$ cat config.mk
export PLATFORM = sky130hd
export DESIGN_NAME = pb_debounce_multi
export DESIGN_NICKNAME = d
export VERILOG_FILES = /design/src/rtl/pb_debounce_multi.sv
export SDC_FILE = /design/constraint.sdc
export NUM_CORES = 1
export LEC_CHECK = 0
export BUFFER_PORTS_ARGS = -buffer_cell sky130_fd_sc_hd__buf_2
export CAP_MARGIN = 5
export CORE_MARGIN = 3
export CORE_UTILIZATION = 55
export CTS_BUF_LIST = sky130_fd_sc_hd__clkbuf_8
export CTS_CLUSTER_DIAMETER = 120
export DETAILED_ROUTE_END_ITERATION = 6
export PLACE_DENSITY_LB_ADDON = 0.12
export SYNTH_ARGS = -nofsm -noshare
export SYNTH_HDL_FRONTEND = slang
export SYNTH_SLANG_ARGS = --single-unit
$ cat constraint.sdc
create_clock -name clk -period 3.25 [get_ports clk]
set_input_delay 0.65 -clock clk [delete_from_list [all_inputs] [get_ports clk]]
set_output_delay 0.65 -clock clk [all_outputs]
set_load 0.01 [all_outputs]
$ cat src/rtl/pb_debounce_multi.sv
// Multi-channel push-button conditioner: two-flop synchroniser, symmetric
// window debounce, and single-cycle press / release / long-press events.
module pb_debounce_multi #(
    parameter int unsigned CH         = 4,
    parameter int unsigned WIN        = 4,
    parameter int unsigned DIV        = 1,
    parameter int unsigned HOLD_TICKS = 0,
    parameter bit          ACTIVE_LOW = 1'b1
) (
    input  logic          clk,
    input  logic          rst_n,
    input  logic [CH-1:0] pb_in,
    output logic [CH-1:0] pb_level,
    output logic [CH-1:0] pb_press,
    output logic [CH-1:0] pb_release,
    output logic [CH-1:0] pb_hold,
    output logic          sample_tick
);

    localparam int unsigned WW = $clog2(WIN + 1);
    localparam int unsigned DW = (DIV > 1) ? $clog2(DIV) : 1;
    localparam int unsigned HW = (HOLD_TICKS > 0) ? $clog2(HOLD_TICKS + 1) : 1;
    localparam logic        IDLE_RAW = ACTIVE_LOW;

    logic [CH-1:0] sync1;
    logic [CH-1:0] sync2;
    logic [CH-1:0] sample_c;
    logic [DW-1:0] div_cnt;
    logic [DW-1:0] div_cnt_nxt_c;
    logic [WW-1:0] win_cnt [CH];

    // Synchroniser resets to the idle pin level so reset never looks like a press
    always_ff @(posedge clk) begin
        if (!rst_n) begin
            sync1 <= {CH{IDLE_RAW}};
            sync2 <= {CH{IDLE_RAW}};
        end else begin
            sync1 <= pb_in;
            sync2 <= sync1;
        end
    end

    assign sample_c = ACTIVE_LOW ? ~sync2 : sync2;

    // Prescaler; the tick flop is loaded with the compare on the next count
    always_comb begin
        div_cnt_nxt_c = div_cnt + DW'(1);
        if (div_cnt == DW'(DIV - 1)) begin
            div_cnt_nxt_c = '0;
        end
    end

    always_ff @(posedge clk) begin
        if (!rst_n) begin
            div_cnt     <= '0;
            sample_tick <= 1'b0;
        end else begin
            div_cnt     <= div_cnt_nxt_c;
            sample_tick <= (div_cnt_nxt_c == DW'(DIV - 1));
        end
    end

    // Window debounce: WIN consecutive disagreeing ticks flip the level
    always_ff @(posedge clk) begin
        if (!rst_n) begin
            pb_level   <= '0;
            pb_press   <= '0;
            pb_release <= '0;
            for (int i = 0; i < CH; i++) begin
                win_cnt[i] <= '0;
            end
        end else begin
            pb_press   <= '0;
            pb_release <= '0;
            if (sample_tick) begin
                for (int i = 0; i < CH; i++) begin
                    if (sample_c[i] == pb_level[i]) begin
                        win_cnt[i] <= '0;
                    end else if (win_cnt[i] == WW'(WIN - 1)) begin
                        win_cnt[i]    <= '0;
                        pb_level[i]   <= ~pb_level[i];
                        pb_press[i]   <= ~pb_level[i];
                        pb_release[i] <= pb_level[i];
                    end else begin
                        win_cnt[i] <= win_cnt[i] + WW'(1);
                    end
                end
            end
        end
    end

    if (HOLD_TICKS > 0) begin : g_hold
        logic [HW-1:0] hold_cnt [CH];

        // Saturating counter fires once per press, re-armed by the level dropping
        always_ff @(posedge clk) begin
            if (!rst_n) begin
                pb_hold <= '0;
                for (int i = 0; i < CH; i++) begin
                    hold_cnt[i] <= '0;
                end
            end else begin
                pb_hold <= '0;
                for (int i = 0; i < CH; i++) begin
                    if (!pb_level[i]) begin
                        hold_cnt[i] <= '0;
                    end else if (sample_tick && (hold_cnt[i] != HW'(HOLD_TICKS))) begin
                        hold_cnt[i] <= hold_cnt[i] + HW'(1);
                        pb_hold[i]  <= (hold_cnt[i] == HW'(HOLD_TICKS - 1));
                    end
                end
            end
        end
    end else begin : g_no_hold
        assign pb_hold = '0;
    end

endmodule
Yosys cells after proc, flatten, opt, wreduce, memory -nomap -nowiden --
Memories as Yosys holds them, arrays and structs flattened. Cells that the tools add are included.
Word-level totals: logic and storage cells 136, memories 1, memory bits (writable) 12, register bits after elaboration 22
Cells by class: mux-type cells 70, bitwise operators 28, reduce and logical (&&, ||, !) cells 8, add/subtract/negate cells 5, equality and inequality tests 8
Memories:
- win_cnt | words 4, width 3, rd ports 4, clocked after memory_dff 0, write ports 4, line 30 | logic [WW-1:0] win_cnt [CH];
Operator list (number):
- 1-bit 2-to-1 mux | 58
- 3-bit 2-to-1 mux | 12
- 4-bit OR reduction | 4
- 1-bit NOT | 15
- 3-bit by 1-bit adder with 3-bit output, second input constant | 4
- 3-bit by 2-bit == test with 1-bit output, second input constant | 4
- 1-bit OR | 12
- 3-bit AND reduction | 4
- 1-bit == test | 4
- 4-bit NOT | 1
- 1-bit adder, second input constant | 1

Depth between registers and ports, before layout --
word-level depth 9, mapped depth 4, mapped depth without buffers 4

Worst setup path before layout --
Ideal clock, no wire load.
path kind input port to flip-flop, start point in rst_n, end point mem win_cnt[0][0] in the netlist's numbering, enable pin, stages on the path 2, slack 1.785 ns, arrival time 1.106 ns, path buffers 1, setup time 0.359 ns, path through buf_4 > nand2b_1
RTL lines:
- start: declaration | line 11 | input logic rst_n,
- end: declaration | line 30

Final worst setup path --
start point reg sample_tick, end point out sample_tick
RTL lines:
- start: declaration | line 17 | output logic sample_tick
- start signal: assignment | line 59 | sample_tick <= (div_cnt_nxt_c == DW'(DIV - 1));
No word-level cell between the ends.

==> metrics.yaml <==
synth.most_common_cell: "dfxtp_1"
power_density_nw_per_um2: 540.7
viasPerCell: 5.438
slowest_delay_ns: 0.65
vdd_drop_max_mv: 0.4182
portBuffers: 18
layout-drive-gt1-share_pct: 21.43
synthDistinctLibCells: 20
holdWs_ns: 0.4114
die_w_um: 54.36
power_mw: 0.7847
ctsLongestPathBuffers: 2
reg2regPathDepth: 1
area_growth_pct: 12.84
finalSetupTns_ns: 0
netlist_area_sq_um: 1286
final_area_sq_um: 1451
crit_family: "flip-flops"
setup_viol: 0
synth-main-ff-cell: "dfxtp_1"
antennaDiodeCount: 0
start_kind: "register"
place_ws_ns: 1.574
fp.coreArea_sq_um: 2082
worstSetupPathType: "register to output pin"
netlist_instances: 104
grt_use_total_pct: 17.46
routedWlPerCell_um: 13.65
fin_ws_ns: 1.449
rsz0062_at_grt: "no"
endpoint_kind: "output pin"
slew_violations: 0
synth_commonest_cells: "dfxtp_1 (21), edfxtp_1 (12), ha_1 (8), nor4_1 (8), nand2b_1 (7)"
r2r-start: "sample_tick"
dp_cells: 145
clock_latency_ns: 0.27
hold_buffers: 0
grt_max_degree: 17
drt-initial-drc-count: 11
drt_wl_total_um: 2088
synth_top_area_share_pct: 32.68
cap_violations: 0
grt_overflow: 0
worst_pin_slew_ns: 0.5651
dr_total_vias: 832
synthArstFlopShare_pct: 0
relSlewSlack_pct: 62.33
grt_pass1_wl_um: 3567
finalCriticalPeriod_ns: 1.801
grt_pass1_vias: 840
cts_tree: "yes"
yosysWarnings: 0
post-cts-setup-buffers: 0
finalCritPeriodShare_pct: 55.41
fmax_mhz: 555.3
clkTransAtPathRegs_ns: 0.06
critPathSlowestCell: "dfxtp_1"
holdCritPathClass: "register to register"
final_util_pct: 69.71
crit_fanout: 15
fillers: 164
fin_worst_skew_ns: 0.004677
cts.repair.resized: 0
critPathBufInv: 1
dieHeight_um: 54.36
cp.arrival_ns: 1.15
cts_root_buf: "clkbuf_8"
cp_data_required_time_ns: 2.60
postPlaceCellArea_sq_um: 1361
clock_sinks: 33
routabilityCongestion: 0.7073
synth_area_leaders: "dfxtp_1 (33%), edfxtp_1 (28%), ha_1 (7.8%)"
p_leak_nw: 0.6016
crit_cells: 1
drc: 0
drt_first_pass_iters: 4
antenna_found_initial: 0
outcome: "complete, no violations"
synth-edff-count: 12
rr_endpoint: "win_cnt[3][2]"
cp-endpoint: "sample_tick"
r2r_slack_ns: 1.69
yosysTopAreaCell: "dfxtp_1"
dpl.hpwl_um: 1475
start_util_pct: 61.78
nNetsFinal: 139
htreeDepth: 2
ys_ff_latch: 33
cts_buffers: 5
pin_count: 23
layoutNonFillerInstCount: 153
multi_input_area_sq_um: 437.9
antenna_left: 0
cp_cell_sequence: "buf_2"
ys_seq_area_share_pct: 60.70
crit_start: "sample_tick"
die-area_sq_um: 2955
syn_area_per_cell_sq_um: 12.37
hold_viol: 0
rows: 16
regArea_sq_um: 780.7
## sequential cells by signal (all words and copies together), names as in the netlist
name         cells
pb_press         4
pb_level         4
pb_release       4
sync1            4
sync2            4
win_cnt         12
sample_tick      1
## area by class of cell
class	instances	area share, %
multi-input combinational	62	30.17
timing repair buffer	18	6.207
clock inverter	2	0.5172
inverter	5	1.293
tap	27	2.328
sequential	33	53.79
clock buffer	6	5.690
## per-layer routing
layer / up-vias / global-route usage, % / part of all wire (%)
met4: 0 / 8.299 / 1.7
li1: 408 / - / -
met5: - / 0 / 0
met2: 26 / 26.89 / 50
met1: 392 / 20.63 / 43
met3: 6 / 7.902 / 5.5
## kinds of logic (layout without fill, tap and decap cells)
family | count (synthesis) | in the layout | synth area share (%)
other cells | 1 | 4 | 0.2915
simple gates | 38 | 38 | 18.09
buf+inv | 12 | 31 | 6.129
fa+ha+maj | 8 | 8 | 7.782
compound gates | 8 | 8 | 4.280
xor+xnor | 4 | 4 | 2.723
flops | 33 | 33 | 60.70
## report_power, final
group / total, mW / switching [mW] / internal, mW
logic: 0.0367 / 0.0223 / 0.0144
clock network: 0.297 / 0.131 / 0.166
registers: 0.451 / 0.00960 / 0.442
## how the worst min path moves through the flow
stage / to / cells past startpoint / startpoint / slack (ns)
global placement: sync2[3] / 1 / sync1[3] / 0.41
floorplan: sync2[3] / 1 / sync1[3] / 0.38
finish: sync2[3] / 1 / sync1[3] / 0.41
global route: sync2[3] / 1 / sync1[3] / 0.45
detailed placement: sync2[3] / 1 / sync1[3] / 0.40
CTS: sync2[3] / 1 / sync1[3] / 0.41
## layout by cell type (no fill, tap or decap)
cell | synthesis | routed
nor4_1 | 8 | 8
nand2_1 | 4 | 4
dfxtp_1 | 21 | 21
a21oi_1 | 4 | 4
clkbuf_8 | 0 | 6
nand2_2 | 1 | 1
nor3_1 | 4 | 4
nor4b_1 | 2 | 2
edfxtp_1 | 12 | 12
xor2_1 | 4 | 4
nor4b_2 | 2 | 2
or2b_1 | 2 | 2
inv_1 | 5 | 7
buf_2 | 0 | 18
ha_1 | 8 | 8
conb_1 | 1 | 4
a311oi_1 | 4 | 4
nor2_1 | 4 | 4
nand2b_1 | 7 | 7
nand3_1 | 4 | 4
No activity file was read; power rests on OpenSTA's default activity.
